$ cat src/rtl/simplez_mem_arbiter.sv
// Two-port round-robin arbiter in front of a single-port synchronous memory.
// Latency: grant edge + 2 cycles to a one-cycle ack; waiting requests hold until acked, never preempt.
module simplez_mem_arbiter #(
    parameter int AW = 9,
    parameter int DW = 12
) (
    input  logic          clk,
    input  logic          rstn,
    input  logic          req0,
    input  logic          we0,
    input  logic [AW-1:0] addr0,
    input  logic [DW-1:0] wdata0,
    output logic          ack0,
    input  logic          req1,
    input  logic          we1,
    input  logic [AW-1:0] addr1,
    input  logic [DW-1:0] wdata1,
    output logic          ack1,
    output logic [DW-1:0] rdata,
    output logic          busy,
    output logic [AW-1:0] mem_addr,
    output logic          mem_rw,
    output logic [DW-1:0] mem_din,
    input  logic [DW-1:0] mem_dout
);

    typedef enum logic [1:0] {
        IDLE   = 2'd0,
        ACCESS = 2'd1,
        DONE   = 2'd2
    } state_t;

    state_t        r_state;
    state_t        w_next;
    logic          r_win;
    logic          r_last;
    logic          r_we;
    logic          r_ack0;
    logic          r_ack1;
    logic [AW-1:0] r_addr;
    logic [DW-1:0] r_wdata;
    logic [DW-1:0] r_rdata;
    logic          w_elig0;
    logic          w_elig1;
    logic          w_grant;
    logic          w_win;

    // A port whose ack is still high is finishing; ignoring it stops a held req being served twice.
    assign w_elig0 = req0 & ~r_ack0;
    assign w_elig1 = req1 & ~r_ack1;

    always_comb begin
        w_next  = r_state;
        w_grant = 1'b0;
        w_win   = 1'b0;
        case (r_state)
            IDLE: begin
                if (w_elig0 || w_elig1) begin
                    w_grant = 1'b1;
                    w_next  = ACCESS;
                    w_win   = (w_elig0 && w_elig1) ? ~r_last : w_elig1;
                end
            end
            ACCESS:  w_next = DONE;
            DONE:    w_next = IDLE;
            default: w_next = IDLE;
        endcase
    end

    always_ff @(posedge clk or negedge rstn) begin
        if (!rstn) begin
            r_state <= IDLE;
        end else begin
            r_state <= w_next;
        end
    end

    always_ff @(posedge clk or negedge rstn) begin
        if (!rstn) begin
            r_win   <= 1'b0;
            r_last  <= 1'b1;
            r_we    <= 1'b0;
            r_addr  <= '0;
            r_wdata <= '0;
            r_rdata <= '0;
            r_ack0  <= 1'b0;
            r_ack1  <= 1'b0;
        end else begin
            if (w_grant) begin
                r_win   <= w_win;
                r_last  <= w_win;
                r_we    <= w_win ? we1 : we0;
                r_addr  <= w_win ? addr1 : addr0;
                r_wdata <= w_win ? wdata1 : wdata0;
            end
            // mem_dout reflects the address presented during ACCESS by the time we reach DONE.
            if (r_state == DONE && !r_we) begin
                r_rdata <= mem_dout;
            end
            r_ack0 <= (r_state == DONE) && !r_win;
            r_ack1 <= (r_state == DONE) &&  r_win;
        end
    end

    assign ack0     = r_ack0;
    assign ack1     = r_ack1;
    assign rdata    = r_rdata;
    assign busy     = (r_state != IDLE);
    assign mem_addr = r_addr;
    assign mem_din  = r_wdata;
    assign mem_rw   = !((r_state == ACCESS) && r_we);

endmodule
$ cat config.mk
export PLATFORM = sky130hd
export DESIGN_NAME = simplez_mem_arbiter
export DESIGN_NICKNAME = d
export VERILOG_FILES = /design/src/rtl/simplez_mem_arbiter.sv
export SDC_FILE = /design/constraint.sdc
export NUM_CORES = 1
export LEC_CHECK = 0
export ABC_AREA = 1
export CORE_MARGIN = 1.5
export CORE_UTILIZATION = 30
export DETAILED_ROUTE_END_ITERATION = 6
export GPL_TIMING_DRIVEN = 0
export SETUP_SLACK_MARGIN = 0.3
export SYNTH_ARGS = -nofsm -noshare
export SYNTH_HDL_FRONTEND = slang
export SYNTH_SLANG_ARGS = --single-unit
$ cat constraint.sdc
create_clock -name clk -period 1.5 [get_ports clk]
set_clock_uncertainty 0.2 [all_clocks]
set_input_delay 0.3 -clock clk [delete_from_list [all_inputs] [get_ports clk]]
set_output_delay 0.3 -clock clk [all_outputs]
set_load 0.03 [all_outputs]
After elaboration in Yosys (flattened, before gate mapping):

Cells that the tools add are included.

* bits of input ports: 60
* output and inout port bits: 37
* flip-flop bits (word level): 40
* logic and storage cells: 38

* equality and inequality tests: 3
* bitwise logic cells: 5
* multiplexer cells: 10
* reduce and logical (&&, ||, !) cells: 11

Operators with widths (count)
* 12-bit two-way mux: 1
* 9-bit two-way mux: 1
* 1-bit two-way mux: 6
* 1-bit logical AND: 5
* 2-bit one-hot mux with 2 select lines: 1
* 1-bit zero test: 3
* 1-bit NOT: 3
* 1-bit bitwise AND: 2
* 2-bit by 1-bit equality test with 1-bit output (second input constant): 1
* 2-bit equality test (second input constant): 1
* 2-bit zero test: 1
* 2-bit two-way mux: 1
* 2-bit != test (second input constant): 1
* 2-bit nonzero test: 1
* 1-bit logical OR: 1

Depth between registers and ports, before layout:

* depth after elaboration: 7
* mapped depth: 7
* depth with buffers taken out: 6

Least setup slack after synthesis:

OpenSTA, ideal clock, no wires.

* path kind: reg2reg
* start: register r_ack0 (netlist: ack0)
* end: register r_addr[0] (netlist: mem_addr[0])
* clock period less this slack: 1550 ps
* stages on the path, launching flop included: 7
* setup time: 117 ps
* setup slack: -50 ps
* required time: 1183 ps
* data arrival time: 1233 ps
* path buffers: 1
* cells stage by stage: dfrtp_1 -> inv_1 -> nand3_1 -> clkbuf_1 -> nand3_1 -> nand3_1 -> nand2_1

* longest elaborated chain between the ends: 7
* elaborated cells between the ends (all ways): 10
* classes of those cells: mux: 6; bitwise: 2; reduce/logical: 2

RTL lines
* start: declaration: RTL line 38 `logic r_ack0;`
* start signal: assignment: RTL line 100 `r_ack0 <= (r_state == DONE) && !r_win;`
* 1-bit NOT *: RTL line 49 `assign w_elig0 = req0 & ~r_ack0;`
* 1-bit bitwise AND *: RTL line 49
* 1-bit logical AND: RTL line 61 `w_win = (w_elig0 && w_elig1) ? ~r_last : w_elig1;`
* 1-bit two-way mux: RTL line 61
* 1-bit two-way mux: RTL line 58 `if (w_elig0 || w_elig1) begin`
* 1-bit two-way mux: RTL line 56 `case (r_state)`
* 9-bit two-way mux: RTL line 93 `r_addr <= w_win ? addr1 : addr0;`
* end signal: assignment: RTL line 93
* end: declaration: RTL line 40 `logic [AW-1:0] r_addr;`

Mark *: on every way between the ends. The rest lies on a longest branch, timed or not.
A chain may end at the register's enable or synchronous reset.

Final worst setup path:

* start: register r_state[1]
* end: output port mem_rw

* longest elaborated chain between the ends: 3

RTL lines
* start: declaration: RTL line 33 `state_t r_state;`
* start signal: assignment: RTL line 74 `r_state <= w_next;`
* 2-bit by 1-bit equality test with 1-bit output: RTL line 111 `assign mem_rw = !((r_state == ACCESS) && r_we);`
* 1-bit logical AND: RTL line 111
* 1-bit zero test: RTL line 111
* end: declaration: RTL line 22 `output logic mem_rw,`

No other way between the ends.

==> flow_summary.json <==
{
  "r2r_setup_slack_ns": -0.03,
  "critPathKind": "flop to output port",
  "synth-compound-area-share_pct": 6.14,
  "slew-limit-headroom_pct": 85.0,
  "critPathMaxFanout": 4,
  "cts.clk_slew.worst_paths_ns": 0.08,
  "clk-insertion-delay-late_ns": 0.30,
  "viasPerCell": 4.50,
  "clkSinkCount": 40,
  "synthAdderAreaFrac_pct": 0,
  "tightest_slew_ns": 0.224,
  "r2r_end": "mem_din[9]",
  "drt_iter0_drc": 60,
  "syn_area_per_cell_um2": 7.68,
  "finalSetupTns_ns": -0.295,
  "hp-class": "input port to async pin",
  "regToRegStartpoint": "ack0",
  "dp_hpwl_um": 4060,
  "setup_violations": 20,
  "area_growth_pct": 100,
  "die_x_um": 85.8,
  "grt_pass1_vias": 2127,
  "grt_overflow": 0,
  "synth_cell_types": 19,
  "drive_gt1_share_pct": 49.8,
  "ys_ff_latch": 40,
  "whs_ns": 0.164,
  "clk_root_buffer_cell": "clkbuf_8",
  "synthCells": 268,
  "layoutNonFillerInstCount": 493,
  "syn_nets": 328,
  "synth_top_family_by_area": "simple AND/OR/NAND/NOR gates",
  "p_leak_nw": 2.13,
  "grt_max_degree": 39,
  "arrival_ns": 1.05,
  "synthTopCellsByArea": "dfrtp_1 47%, nand2_1 15%, inv_1 11%, nand3_1 11%, o21ai_2 5.1%",
  "numPortBuffers": 96,
  "yosys.area_share.simple_pct": 28.6,
  "syn-cell-area_mm2": 0.00206,
  "cts_max_path_buffers": 2,
  "cts_tree": "done",
  "yosysWarningCount": 0,
  "fmax_ghz": 0.645,
  "yosysTopAreaCellShare_pct": 47.4,
  "period_share_pct": 103,
  "ios": 97,
  "grt_pass1_wl_um": 10300,
  "antenna_found_initial": 0,
  "yosysSeqAreaShare_pct": 48.7,
  "synth_area_leader_cell": "dfrtp_1",
  "diodes": 0,
  "period_needed_ns": 1.55,
  "status": "finished, violations left",
  "rows": 29,
  "cp.required_ns": 1.00,
  "nets": 475,
  "wirelength_um": 6430,
  "h-tree-depth": 2,
  "p_per_area_mw_per_mm2": 2170,
  "die-area_mm2": 0.00736,
  "synth-xor-area-share_pct": 0,
  "violations": "setup timing",
  "final_hold_viol_count": 0,
  "ir_worst_vdd_v": 0.000978,
  "first_pass_iters": 6,
  "die_y_um": 85.8,
  "maxCapViolations": 0,
  "start_kind": "flop",
  "initial_utilization_pct": 31.7,
  "end_kind": "output port",
  "via_count": 2219,
  "place_inst": 442,
  "gp_congestion": 0.725,
  "drv_slew": 0,
  "ant_nets": 0,
  "finalWorstSetupSlack_ns": -0.0513,
  "coreArea_mm2": 0.00649,
  "track_usage_pct": 17.9,
  "synthMuxAreaShare_pct": 0,
  "cts_buffers": 5,
  "rsz0062_at_grt": "true",
  "post_drt_wl_per_cell_um": 13.0,
  "worstRegToRegCells": 8,
  "route.detailed.drc": 0
}
[how the worst max path moves through the flow]
stage	from	end	cells after the start
2_1_floorplan	ack1	mem_addr[8]	7
3_3_place_gp	rstn	ack1	1
3_5_place_dp	req1	r_we	8
4_1_cts	r_state[0]	mem_rw	4
5_1_grt	r_state[1]	mem_rw	3
6_report	r_state[1]	mem_rw	3
[per-stage QoR]
step	total power, W	utilization (%)	area [um2]	setup slack (ns)
after floorplan	0.00457	-	2130	0.0643
after global placement	0.00611	49.0	3190	-1.30
after detailed placement	0.00616	49.3	3200	-0.426
after CTS	0.00830	58.8	3820	-0.0649
after global routing	0.00945	63.4	4120	-0.109
final	0.00891	63.4	4120	-0.0513
[power by group]
group | leakage [nW] | switching [W] | internal, W
Sequential | 0.487 | 0.000426 | 0.00164
Combinational | 1.60 | 0.00310 | 0.00299
Clock | 0.0510 | 0.000389 | 0.000367
Total | 2.13 | 0.00392 | 0.00499
[placed cells by master (no fill, tap or decap)]
master / instances
a21oi_4: 1
buf_12: 6
buf_2: 1
buf_4: 31
buf_6: 52
buf_8: 2
clkbuf_16: 1
clkbuf_4: 1
clkbuf_8: 6
clkdlybuf4s50_1: 56
clkinv_2: 2
dfrtp_1: 36
dfrtp_2: 3
dfstp_2: 1
dlygate4sd2_1: 2
dlygate4sd3_1: 1
inv_1: 58
inv_2: 4
inv_8: 1
nand2_1: 30
nand2_2: 39
nand2_4: 16
nand3_1: 22
nand3_2: 22
nand3_4: 2
nor2_1: 3
nor2_4: 3
o21ai_2: 13
or2_1: 1
[routing by layer]
metal  vias up  track usage, %  share of wire (%)  wire (um)
li1       1092               -                  -          -
met1      1061            23.0                 42       2720
met3         9            2.69                3.9        249
met5         -               0                  0          0
met2        57            30.4                 52       3350
met4         0            6.74                1.7        109
[registers in the layout (all words and copies together) (netlist names)]
name and cells:
mem_din 12, ack0 1, rdata 12, r_state 2
ack1 1, r_we 1, r_last 1, mem_addr 9
r_win 1
[critical path: stages, from the launching register on]
cell     delay [ns]
dfrtp_2        0.44
nor2_4         0.12
nand2_2        0.06
buf_6          0.13
[what timing repair did]
action / CTS / global route
cloned: 4 / 1
hold endpoints to repair: 39 / 0
hold buffers: 1 / 0
setup endpoints to repair: 74 / 74
buffers inserted: 20 / 17
pin swaps: 36 / 28
gates resized for setup: 348 / 35
[synth_stat cells]
| master | number |
|---|---|
| nand3_1 | 45 |
| o21ai_2 | 12 |
| clkbuf_1 | 1 |
| nand2_2 | 1 |
| nand3_2 | 1 |
| inv_2 | 2 |
| a21oi_4 | 1 |
| dfstp_2 | 1 |
| buf_4 | 5 |
| dfrtp_1 | 39 |
| buf_12 | 1 |
| nand2_1 | 84 |
| inv_1 | 61 |
| buf_6 | 2 |
| o21ai_0 | 1 |
| buf_2 | 4 |
| nor2_1 | 5 |
| nor2_2 | 1 |
| or2_1 | 1 |
[kinds of logic (layout without fill, tap and decap cells)]
| kind of cell | Yosys count | after routing |
|---|---|---|
| AOI/OAI and AO/OA | 14 | 14 |
| and+or+nand+nor | 138 | 138 |
| DFF | 40 | 40 |
| buffers and inverters | 76 | 224 |
[layout make-up]
cell class | count | area (um2)
buffer | 13 | 178
clock buffer | 6 | 82.6
clock inverter | 2 | 10.0
fill | 579 | 2380
inverter | 63 | 244
multi-input combinational | 152 | 1080
sequential | 40 | 1010
tap | 77 | 96.3
timing repair buffer | 140 | 1420
Note: power is estimated with default switching activity, not from simulation.
